## src/rtl/temp_tracker.sv

```systemverilog
// Multi-channel signed up/down counter bank with sign flags, sticky overflow and hysteresis alarm.
// Define TEMP_TRACKER_SAT_EN to saturate at the counter limits instead of wrapping.
module temp_tracker #(
  parameter int WIDTH     = 8,
  parameter int CHANNELS  = 4,
  parameter int HI_THRESH = 30,
  parameter int LO_THRESH = 25,
  localparam int CH_W     = ($clog2(CHANNELS) > 1) ? $clog2(CHANNELS) : 1
) (
  input  logic                clk,
  input  logic                reset_n,
  input  logic                cmd_valid,
  input  logic [1:0]          cmd_op,
  input  logic [CH_W-1:0]     cmd_ch,
  input  logic [WIDTH-1:0]    cmd_data,
  input  logic [CH_W-1:0]     rd_ch,
  output logic [WIDTH-1:0]    rd_value,
  output logic [CHANNELS-1:0] negative,
  output logic [CHANNELS-1:0] positive,
  output logic [CHANNELS-1:0] zero,
  output logic [CHANNELS-1:0] alarm,
  output logic [CHANNELS-1:0] ovf
);

  localparam logic [1:0] OP_LOAD = 2'd1;
  localparam logic [1:0] OP_INC  = 2'd2;
  localparam logic [1:0] OP_DEC  = 2'd3;

  localparam logic signed [WIDTH-1:0] HI_T  = WIDTH'(HI_THRESH);
  localparam logic signed [WIDTH-1:0] LO_T  = WIDTH'(LO_THRESH);
  localparam logic signed [WIDTH-1:0] C_MAX = {1'b0, {(WIDTH-1){1'b1}}};
  localparam logic signed [WIDTH-1:0] C_MIN = {1'b1, {(WIDTH-1){1'b0}}};

  logic [CHANNELS-1:0][WIDTH-1:0] cnt_reg, cnt_next;
  logic [CHANNELS-1:0]            neg_reg, neg_next;
  logic [CHANNELS-1:0]            pos_reg, pos_next;
  logic [CHANNELS-1:0]            zero_reg, zero_next;
  logic [CHANNELS-1:0]            alarm_reg, alarm_next;
  logic [CHANNELS-1:0]            ovf_reg, ovf_next;
  logic [WIDTH-1:0]               rd_value_reg, rd_value_next;

  genvar gi;
  generate
    for (gi = 0; gi < CHANNELS; gi++) begin : g_ch
      logic signed [WIDTH-1:0] cur;
      logic signed [WIDTH-1:0] val_next;
      logic                    ch_ovf_next;
      logic                    ch_alarm_next;
      logic                    hit;

      assign cur = cnt_reg[gi];
      // Out-of-range channel numbers never match any generated index, so they drop naturally.
      assign hit = cmd_valid && (cmd_ch == CH_W'(gi));

      always_comb begin
        val_next    = cur;
        ch_ovf_next = ovf_reg[gi];
        if (hit) begin
          case (cmd_op)
            OP_LOAD: begin
              val_next    = cmd_data;
              ch_ovf_next = 1'b0;
            end
            OP_INC: begin
              if (cur == C_MAX) begin
                ch_ovf_next = 1'b1;
`ifdef TEMP_TRACKER_SAT_EN
                val_next    = C_MAX;
`else
                val_next    = C_MIN;
`endif
              end else begin
                val_next = cur + WIDTH'(1);
              end
            end
            OP_DEC: begin
              if (cur == C_MIN) begin
                ch_ovf_next = 1'b1;
`ifdef TEMP_TRACKER_SAT_EN
                val_next    = C_MIN;
`else
                val_next    = C_MAX;
`endif
              end else begin
                val_next = cur - WIDTH'(1);
              end
            end
            default: ;
          endcase
        end
      end

      // Set wins when the thresholds coincide; between them the alarm holds.
      always_comb begin
        ch_alarm_next = alarm_reg[gi];
        if (val_next >= HI_T) begin
          ch_alarm_next = 1'b1;
        end else if (val_next <= LO_T) begin
          ch_alarm_next = 1'b0;
        end
      end

      assign cnt_next[gi]   = val_next;
      assign ovf_next[gi]   = ch_ovf_next;
      assign alarm_next[gi] = ch_alarm_next;
      assign neg_next[gi]   = val_next[WIDTH-1];
      assign zero_next[gi]  = (val_next == '0);
      assign pos_next[gi]   = !val_next[WIDTH-1] && (val_next != '0);
    end
  endgenerate

  // Read from the next-state values so a same-cycle write is visible (write-through).
  always_comb begin
    rd_value_next = '0;
    if (int'(rd_ch) < CHANNELS) begin
      rd_value_next = cnt_next[rd_ch];
    end
  end

  always_ff @(posedge clk) begin
    if (!reset_n) begin
      cnt_reg      <= '0;
      neg_reg      <= '0;
      pos_reg      <= '0;
      zero_reg     <= '1;
      alarm_reg    <= '0;
      ovf_reg      <= '0;
      rd_value_reg <= '0;
    end else begin
      cnt_reg      <= cnt_next;
      neg_reg      <= neg_next;
      pos_reg      <= pos_next;
      zero_reg     <= zero_next;
      alarm_reg    <= alarm_next;
      ovf_reg      <= ovf_next;
      rd_value_reg <= rd_value_next;
    end
  end

  assign rd_value = rd_value_reg;
  assign negative = neg_reg;
  assign positive = pos_reg;
  assign zero     = zero_reg;
  assign alarm    = alarm_reg;
  assign ovf      = ovf_reg;

endmodule

```

## config.mk

```make
export PLATFORM = sky130hd
export DESIGN_NAME = temp_tracker
export DESIGN_NICKNAME = d
export VERILOG_FILES = /design/src/rtl/temp_tracker.sv
export SDC_FILE = /design/constraint.sdc
export NUM_CORES = 1
export LEC_CHECK = 0
export ABC_AREA = 1
export CAP_MARGIN = 20
export CORE_ASPECT_RATIO = 0.9
export CORE_MARGIN = 2
export CORE_UTILIZATION = 35
export CTS_CLUSTER_SIZE = 25
export DETAILED_ROUTE_END_ITERATION = 6
export GPL_ROUTABILITY_DRIVEN = 1
export SYNTH_ARGS = -nofsm -noshare
export SYNTH_HDL_FRONTEND = slang
export SYNTH_SLANG_ARGS = --single-unit
```

## constraint.sdc

```tcl
create_clock -name clk -period 2.34 [get_ports clk]
set_input_delay 0.468 -clock clk [delete_from_list [all_inputs] [get_ports clk]]
set_output_delay 0.468 -clock clk [all_outputs]
set_load 0.01 [all_outputs]
```

* Word level (Yosys, flattened, before mapping)
Cells that the tools add are included.
Word-level totals: register bits after elaboration 60, input bits 17, output and inout bits 28, word-level logic and storage cells 123
Operators by class: add/subtract/negate cells 8, $lt $le $gt $ge 9, equal/unequal tests 22, multiplexer cells 38, reduce and logical (&&, ||, !) cells 30
Operators with widths (number):
- two-way mux 8 bit | 13
- case mux 8 bit (3 select lines) | 4
- == test 8 bit (second input constant) | 8
- adder 8 x 2 -> 8 bit (second input constant) | 4
- greater-or-equal comparator 8 x 6 -> 1 bit (second input constant) | 4
- <= comparator 8 x 6 -> 1 bit (second input constant) | 4
- zero test 8 bit | 4
- nonzero test 8 bit | 4
- subtractor 8 x 2 -> 8 bit (second input constant) | 4
- binary-select mux 8 bit (select 2 bit) | 1
- two-way mux 1 bit | 16
- != test 2 bit (second input constant) | 8
- AND reduction 4 bit | 4
- case mux 1 bit (3 select lines) | 4
- == test 2 bit (second input constant) | 4
- logical AND 1 bit | 8
- nonzero test 2 bit | 4
- == test 2 x 1 -> 1 bit (second input constant) | 2
- zero test 1 bit | 4
- < comparator 2 x 3 -> 1 bit (second input constant) | 1
- nonzero test 3 bit | 1
- zero test 2 bit | 1

* Longest topological paths before layout
Gate-level depths: netlist of run 1.
depth in word-level cells 7, gate-level depth with buffers 15, depth with buffers taken out 14

* Worst setup path before layout of run 1
Ideal clock, no wire load.
path kind reg2reg, from reg cnt_reg (netlist bit g_ch[2].cur[0]), to reg alarm_reg[2], in the netlist alarm[2], setup time 0.070 ns, data arrival time 1.735 ns, required time 2.270 ns, path slack 0.535 ns, cell stages (with the launch flop) 11, buffers on the path 0, period minus slack after synthesis 1.805 ns, cells stage by stage dfxtp_1 -> clkinv_1 -> ha_1 -> or2_2 -> nand3_1 -> nor2_1 -> nor2_1 -> nand3_1 -> nand2_1 -> nand4_1 -> a21oi_1
Between the ends: cells in the longest elaborated chain, start to end 6, elaborated cells between the ends (all ways) 12, those cells by class add/sub (2); order compare (2); eq/ne (2); mux (5); reduce/logical (1)
Ends and longest elaborated chain:
- from (decl) | line 34 | logic [CHANNELS-1:0][WIDTH-1:0] cnt_reg, cnt_next;
- from (signal assigned) | line 130 | cnt_reg <= cnt_next;
- subtractor 8 x 2 -> 8 bit, or another cell as far along | line 85 | val_next = cur - WIDTH'(1);
- two-way mux 8 bit, on equally long branches | line 77, 65
- case mux 8 bit (3 select lines) | line 59 | case (cmd_op)
- two-way mux 8 bit (*) | line 58 | if (hit) begin
- greater-or-equal comparator 8 x 6 -> 1 bit / <= comparator 8 x 6 -> 1 bit (equally long branches) | line 96, 98
- two-way mux 1 bit / nonzero test 2 bit (equally long branches)
- to (signal assigned) | line 134 | alarm_reg <= alarm_next;
- to (decl) | line 38 | logic [CHANNELS-1:0] alarm_reg, alarm_next;
Every way passes the cells marked *; elsewhere a longest branch is shown, timed or not. A chain may end at the register's enable or synchronous reset.

* Final worst setup path of run 1
from in cmd_op[1], to reg alarm_reg[1], in the netlist alarm[1]
Between the ends: cells in the longest elaborated chain, start to end 5, elaborated cells between the ends (all ways) 9, those cells by class order compare (2); eq/ne (3); mux (3); reduce/logical (1)
Ends and longest elaborated chain:
- from (decl) | line 13 | input logic [1:0] cmd_op,
- == test 2 bit / == test 2 x 1 -> 1 bit (equally long branches) | line 59
- case mux 8 bit (3 select lines) (*) | line 59
- two-way mux 8 bit (*) | line 58
- greater-or-equal comparator 8 x 6 -> 1 bit / <= comparator 8 x 6 -> 1 bit (equally long branches) | line 96, 98
- two-way mux 1 bit / nonzero test 2 bit (equally long branches)
Marked as above.

==> results of run 1 <==
routing by layer:
layer / wire length, um / GRT usage (%) / vias to the layer above
met5: 0 / 0 / -
met4: 514 / 8.14 / 0
met2: 6720 / 39.6 / 175
met1: 7090 / 30.9 / 2377
li1: - / - / 2627
met3: 831 / 2.67 / 32
where the power goes:
group	switching, mW	internal, mW	leakage [nW]	total [mW]
Combinational	0.473	0.355	2.31	0.828
Sequential	0.0612	1.02	0.459	1.08
Clock	0.339	0.564	0.0901	0.903
stage by stage:
stage                     std cells  power [mW]
after floorplan                 760        1.55
after global placement         1010        1.91
after detailed placement       1010        1.91
after CTS                      1018        2.80
after global routing           1018        2.96
final                          1018        2.81
worst max-delay path by stage:
stage | cells past startpoint | start | endpoint | slack, ns
after floorplan | 10 | g_ch[2].cur[0] | alarm[2] | 0.54
after global routing | 14 | cmd_op[1] | positive[0] | -0.0001
after detailed placement | 12 | cmd_op[0] | positive[3] | -0.17
final | 13 | cmd_op[1] | alarm[1] | 0.19
after CTS | 12 | cmd_op[0] | positive[3] | 0.12
after global placement | 12 | cmd_op[0] | positive[3] | -0.17
cell usage in the layout, fill, tap and decap left out, types with 2 or more instances in the layout:
master,n
nor2_1,125
clkinv_1,3
o21ai_1,7
ha_1,12
nor2_4,3
dfxtp_1,56
nor2_2,5
clkdlybuf4s50_1,43
o211a_1,4
clkbuf_8,2
buf_4,72
inv_2,7
o211ai_1,2
buf_12,2
o21ai_2,3
nand3_1,90
nand4_1,27
nor3_1,7
a21oi_1,25
inv_1,65
nand2_2,5
xor2_1,9
o21ai_0,25
or2_2,5
clkbuf_16,5
nand2_1,240
logic make-up (layout without fill, tap and decap cells):
| family | Yosys count | count (layout) | share of synthesized area [%] |
|---|---|---|---|
| AO/OA/AOI/OAI | 70 | 70 | 8.97 |
| buffers and inverters | 105 | 203 | 9.87 |
| flip-flops | 56 | 56 | 26.0 |
| adder cells (fa/ha/maj) | 12 | 12 | 3.48 |
| XOR/XNOR | 9 | 9 | 1.83 |
| AND/OR/NAND/NOR | 508 | 508 | 49.8 |
what timing repair did:
action	CTS	global route
buffers inserted	0	0
resized for setup	0	13
endpoints found under the setup margin	0	10
cell type report:
type / instances / area, um2
clock buffer: 7 / 153
clock inverter: 1 / 30.0
fill: 1272 / 6410
inverter: 76 / 288
multi-input combinational: 599 / 2790
sequential: 56 / 1120
tap: 160 / 200
timing repair buffer: 119 / 1030
==> out/metrics.cfg, run 1 <==
[run_status]
status=finished, final reports clean

[grt]
antenna_found_initial=0
grt_pass1_wl_um=24500
grt_usage_pct=23.4
grt_pass1_vias=4992
grt_max_degree=25
grt_overflow=0

[layout]
largest_register_ffs=29
fin_nets=886
post-route-util_pct=46.7
area_growth_pct=30.3
drive_gt1_share_pct=13.3
finish.instance_area_um2=5620
n_antenna_cell=0

[power_and_ir_drop]
p_leak_nw=2.86
power.density_nw_per_um2=500
ir_drop_uv=402

[setup_path]
r2r_slack_ns=0.29
slowest_stage=clkdlybuf4s50_1
crit_path_end_kind=flop
worstPathCellList=clkdlybuf4s50_1 > inv_2 > nand2_1 > inv_2 > nand2_1 > inv_1 > nor2_1 > nand3_1 > o21ai_1 > buf_4 > inv_1 > nor2_1 > a21oi_1
reg2reg_from=g_ch[0].cur[3]
cp_num_buf_inv=6
cp-start-kind=input pin
r2r_cells=10
crit_type=in2reg
slowest_delay_ns=0.55
required_ns=2.52
crit_family=buffers and inverters
r2r_end=rd_value[1]
arrival_ns=2.33
cp_max_fo=5

[synthesis]
ys_warn_count=0
synth_edf_count=0
synthCells=760
syn_area_per_cell_um2=5.67
synth_seq_cells=56
synth.largest_area_cell=dfxtp_1
synth_cell_types=29
synthTopCellsByCount=nand2_1, nor2_1, nand3_1
ys_seq_area_share_pct=26.0
async_flop_share_pct=0
netlist_area_um2=4310
syn_nets=789
yosysMostFrequentCell=nand2_1
synth_ff_type=dfxtp_1
yosys.area.top_type_share_pct=26.0
ys_top_cells_by_area=dfxtp_1, nand2_1, nor2_1

[drt]
first_pass_iters=5
vias=5211
ant_nets=0
drtIter0Drc=355
remaining_drc_errors=0
vias_per_cell=5.12
wl_per_cell_um=14.9
routed_wl_um=15200

[timing]
setup_viol=0
timing.final.ws_setup_ns=0.190
timing.hold.ws_ns=0.509
totalNegativeSetupSlack_ns=0
slew-limit-headroom_pct=72.1
post-route-period-util_pct=91.9
hold_viol=0
rsz0062_at_grt=true
skew_ns=0.0133
timing.final.max_slew_violations=0
fin_crit_ns=2.15
worst_slew_pin_slew_ns=0.415
fmax_mhz=465

[die]
fp.dieArea_um2=13200
io_pins=45
num_rows=38
fp.dieW_um=121
die_h_um=109
start_util_pct=35.8
core_area_um2=12000

[clocking]
clock-root-buffer=clkbuf_16
clk_path_buf_depth=2
path_clk_slew_ns=0.07
cts_tree=done
clk_latency_ns=0.30
cts_buffers=5
ctsHoldBuffers=0
htree_num_levels=2
clock-sinks=56

[placement]
hpwl_um=11800
dp_slack_ns=-0.174
portBuffers=44
gp_congestion=0.924
dpl_cell_area_um2=5400

[flow_run]
maxCapViolations=0

[hold_path]
hold_start=ovf[3]
whs_endpoint=ovf[3]
hold_path_class=reg2reg
whs_path_depth=1

Power figures use the tool's default switching activity.
==> inputs of run 2 (changes only) <==
--- a/config.mk
+++ b/config.mk
@@ -5,7 +5,6 @@
 export SDC_FILE = /design/constraint.sdc
 export NUM_CORES = 1
 export LEC_CHECK = 0
-export ABC_AREA = 1
 export CAP_MARGIN = 20
 export CORE_ASPECT_RATIO = 0.9
 export CORE_MARGIN = 2
@@ -13,6 +12,7 @@
 export CTS_CLUSTER_SIZE = 25
 export DETAILED_ROUTE_END_ITERATION = 6
 export GPL_ROUTABILITY_DRIVEN = 1
+export HOLD_SLACK_MARGIN = 0.03
 export SYNTH_ARGS = -nofsm -noshare
 export SYNTH_HDL_FRONTEND = slang
 export SYNTH_SLANG_ARGS = --single-unit
==> run 2 against run 1 <==
Area after synthesis grew 4.9%. Utilization up 4.0 points. Clock skew down 0.0074 ns. Sequential power barely moved. Routed wire length rose by 19%. Clock-buffer cell count up 1. Non-clock buffer count grew 83. Combinational power is 2.9% higher. Critical path depth fell by 4. Critical endpoint is now alarm[0].
==> out/metrics.cfg, run 2 <==
[drt]
wl_per_cell_um=20.1  ; was 14.9 um
drtIter0Drc=471  ; was 355
vias_per_cell=5.99  ; was 5.12
first_pass_iters=5  ; unchanged
ant_nets=0  ; unchanged
routed_wl_um=18100  ; was 15,200 um
vias=5378  ; was 5,211
remaining_drc_errors=0  ; unchanged

[synthesis]
synth_ff_type=dfxtp_1  ; unchanged
synth_adder_area_share_pct=3.57  ; was 3.48%
synth_compound_area_share_pct=30.4  ; was 8.97%
ys_top_cells_by_area=dfxtp_1, nor2_1, o21ai_0  ; was dfxtp_1, nand2_1, nor2_1
syn_area_per_cell_um2=7.78  ; was 5.67 um2
synthSimpleGateAreaFrac_pct=27.9  ; was 49.8%
ys_seq_area_share_pct=24.8  ; was 26.0%
ys_warn_count=0  ; unchanged
synth_seq_cells=56  ; unchanged
yosysMostFrequentCell=dfxtp_1  ; was nand2_1
synth_top_family_by_area=compound AO/OA/AOI/OAI gates  ; was simple AND/OR/NAND/NOR gates
yosys.area.top_type_share_pct=24.8  ; was 26.0%
netlist_area_um2=4520  ; was 4310 um2
synthCells=581  ; was 760
synth_edf_count=0  ; unchanged
synthTopCellsByCount=dfxtp_1, nor2_1, nand2_1  ; was nand2_1, nor2_1, nand3_1
synth_cell_types=86  ; was 29
syn_nets=610  ; was 789
async_flop_share_pct=0  ; unchanged
synth_xor_area_share_pct=1.36  ; was 1.83%
synth.largest_area_cell=dfxtp_1  ; unchanged
synthMuxAreaShare_pct=2.21  ; was 0%

[power_and_ir_drop]
pwr-share-seq_pct=38.9  ; was 38.4%
p_comb_share_pct=31.6  ; was 29.5%
ir_drop_uv=308  ; was 402 uV
p_int_mw=1.85  ; was 1.94 mW
power.density_nw_per_um2=421  ; was 500 nW/um2
p_sw_share_pct=31.5  ; was 31.1%
switching_power_uw=849  ; was 873 uW
power.share.clock_pct=29.6  ; was 32.2%
p_leak_nw=2.55  ; was 2.86 nW

[die]
num_rows=39  ; was 38
io_pins=45  ; unchanged
start_util_pct=35.8  ; about the same
core_area_um2=12600  ; was 12,000 um2
fp.dieW_um=124  ; was 121 um
fp.dieArea_um2=13800  ; was 13,200 um2
die_h_um=112  ; was 109 um

[clocking]
path_clk_slew_ns=0.07  ; about the same
ctsHoldBuffers=0  ; unchanged
htree_num_levels=2  ; unchanged
clock-sinks=56  ; unchanged
clk_path_buf_depth=2  ; unchanged
cts_tree=done  ; unchanged
cts_buffers=5  ; unchanged
clock-root-buffer=clkbuf_16  ; unchanged
clk_latency_ns=0.30  ; about the same

[placement]
hpwl_um=13500  ; was 11,800 um
portBuffers=44  ; unchanged
gp_congestion=0.946  ; was 0.924
dpl_cell_area_um2=5940  ; was 5400 um2
dpl.cell_count=880  ; was 1,010

[layout]
fill_cells=1204  ; was 1,272
layout_commonest_cell=buf_4  ; was nand2_1
drive_gt1_share_pct=33.5  ; was 13.3%
n_antenna_cell=0  ; unchanged
layout_common_cells=buf_4, nor2_1, dfxtp_1  ; was nand2_1, nor2_1, nand3_1
largest_register_ffs=29  ; unchanged
finish.instance_area_um2=6400  ; was 5620 um2
instances_no_fill=898  ; was 1,018
fin_nets=762  ; was 886
area_growth_pct=41.7  ; was 30.3%
post-route-util_pct=50.7  ; was 46.7%

[timing]
hold_viol=0  ; unchanged
timing.final.max_slew_violations=0  ; unchanged
setup_viol=0  ; unchanged
fin_crit_ns=2.22  ; was 2.15 ns
skew_ns=0.00585  ; was 0.0133 ns
timing.hold.ws_ns=0.540  ; was 0.509 ns
fmax_mhz=450  ; was 465 MHz
post-route-period-util_pct=95.0  ; was 91.9%
worst_slew_pin_slew_ns=0.747  ; was 0.415 ns
slew-limit-headroom_pct=50.1  ; was 72.1%
rsz0062_at_grt=false  ; was true

[setup_path]
crit_path_end_kind=flop  ; unchanged
cp_max_fo=4  ; was 5
arrival_ns=2.45  ; was 2.33 ns
required_ns=2.57  ; was 2.52 ns
cp-start-kind=flop  ; was input pin
crit_type=reg2reg  ; was in2reg

[grt]
grt_pass1_vias=5296  ; was 4,992
grt_overflow=0  ; unchanged
grt_max_degree=38  ; was 25
grt_pass1_wl_um=27900  ; was 24,500 um
antenna_found_initial=0  ; unchanged
grt_usage_pct=25.9  ; was 23.4%

[flow_run]
maxCapViolations=0  ; unchanged

[hold_path]
hold_path_class=reg2reg  ; unchanged

[run_status]
status=finished, final reports clean  ; unchanged

[run 2: cell count changes after synthesis, sizes merged, moves of 11 or more]
cell | before | now
inv | 73 | 26
nor2 | 133 | 54
clkbuf | 12 | 30
a31oi | 0 | 14
and2 | 0 | 14
o31ai | 0 | 12
nand4 | 27 | 8
nand2 | 245 | 33
and3 | 0 | 11
nand3 | 91 | 17
[run 2: layout make-up]
class | instances | area (um2) | area share (%)
Multi-Input combinational cell | 442 | 3190 | 49.8
Timing Repair Buffer | 202 | 1630 | 25.5
Sequential cell | 56 | 1130 | 17.6
Tap cell | 164 | 205 | 3.20
Clock buffer | 8 | 146 | 2.29
Inverter | 26 | 97.6 | 1.52
[run 2: critical path: stages, from the launching register on]
cell	delay [ns]
dfxtp_1	0.37
inv_2	0.09
ha_2	0.17
nand3b_1	0.17
or3_4	0.43
o211ai_1	0.11
a22oi_2	0.11
buf_4	0.16
a2111o_1	0.37
a21oi_1	0.16
[run 2: path summary, 6_finish.rpt]
path | cells past startpoint | start | slack [ns] | end
hold reg to reg | 1 | ovf[2] | 0.54 | ovf[2]
setup reg to reg | 9 | g_ch[0].cur[1] | 0.12 | alarm[0]
hold / removal | 1 | ovf[2] | 0.54 | ovf[2]
setup / recovery | 9 | g_ch[0].cur[1] | 0.12 | alarm[0]
[run 2: power groups by stage]
stage	clock (mW)	combinational (mW)	sequential [mW]
5_1_grt	0.821	0.905	1.05
3_5_place_dp	0	0.773	1.07
4_1_cts	0.798	0.801	1.05
2_1_floorplan	0	0.403	1.07
6_report	0.798	0.852	1.05
3_3_place_gp	0	0.768	1.07
[run 2: per-layer routing]
metal / vias to the layer above / track usage, % / part of all wire (%)
met4: 0 / 9.32 / 3.5
met5: - / 0 / 0
met2: 258 / 40.3 / 45
li1: 2509 / - / -
met1: 2560 / 34.6 / 43
met3: 51 / 6.20 / 8.1
[run 2: metrics by stage]
step	setup WS (ns)	power, mW	TNS [ns]
after CTS	0.0130	2.64	0
after global placement	-0.733	1.84	-16.91
after global routing	0.00132	2.78	0
after detailed placement	-0.724	1.84	-17.04
after floorplan	0.102	1.47	0
final	0.118	2.70	0
[run 2: logic make-up (layout without fill, tap and decap cells)]
group | Yosys count | in the layout
simple gates | 224 | 224
compound gates | 191 | 191
buf+inv | 83 | 236
flops | 56 | 56
fa+ha+maj | 13 | 13
xor+xnor | 7 | 7
mux | 7 | 7
[run 2: what timing repair did]
action                     CTS  global route
pin swaps                    7            12
setup endpoints to repair   24            21
gates resized for setup     33            45
setup buffers                3             6
cloned                       1             0
==> inputs of run 3 (changes only) <==
--- a/config.mk
+++ b/config.mk
@@ -9,10 +9,10 @@
 export CORE_ASPECT_RATIO = 0.9
 export CORE_MARGIN = 2
 export CORE_UTILIZATION = 35
-export CTS_CLUSTER_SIZE = 25
 export DETAILED_ROUTE_END_ITERATION = 6
 export GPL_ROUTABILITY_DRIVEN = 1
 export HOLD_SLACK_MARGIN = 0.03
+export SLEW_MARGIN = 20
 export SYNTH_ARGS = -nofsm -noshare
 export SYNTH_HDL_FRONTEND = slang
 export SYNTH_SLANG_ARGS = --single-unit
==> results of run 3 <==
The final DEF is identical to that of run 2; final timing and power are the same.
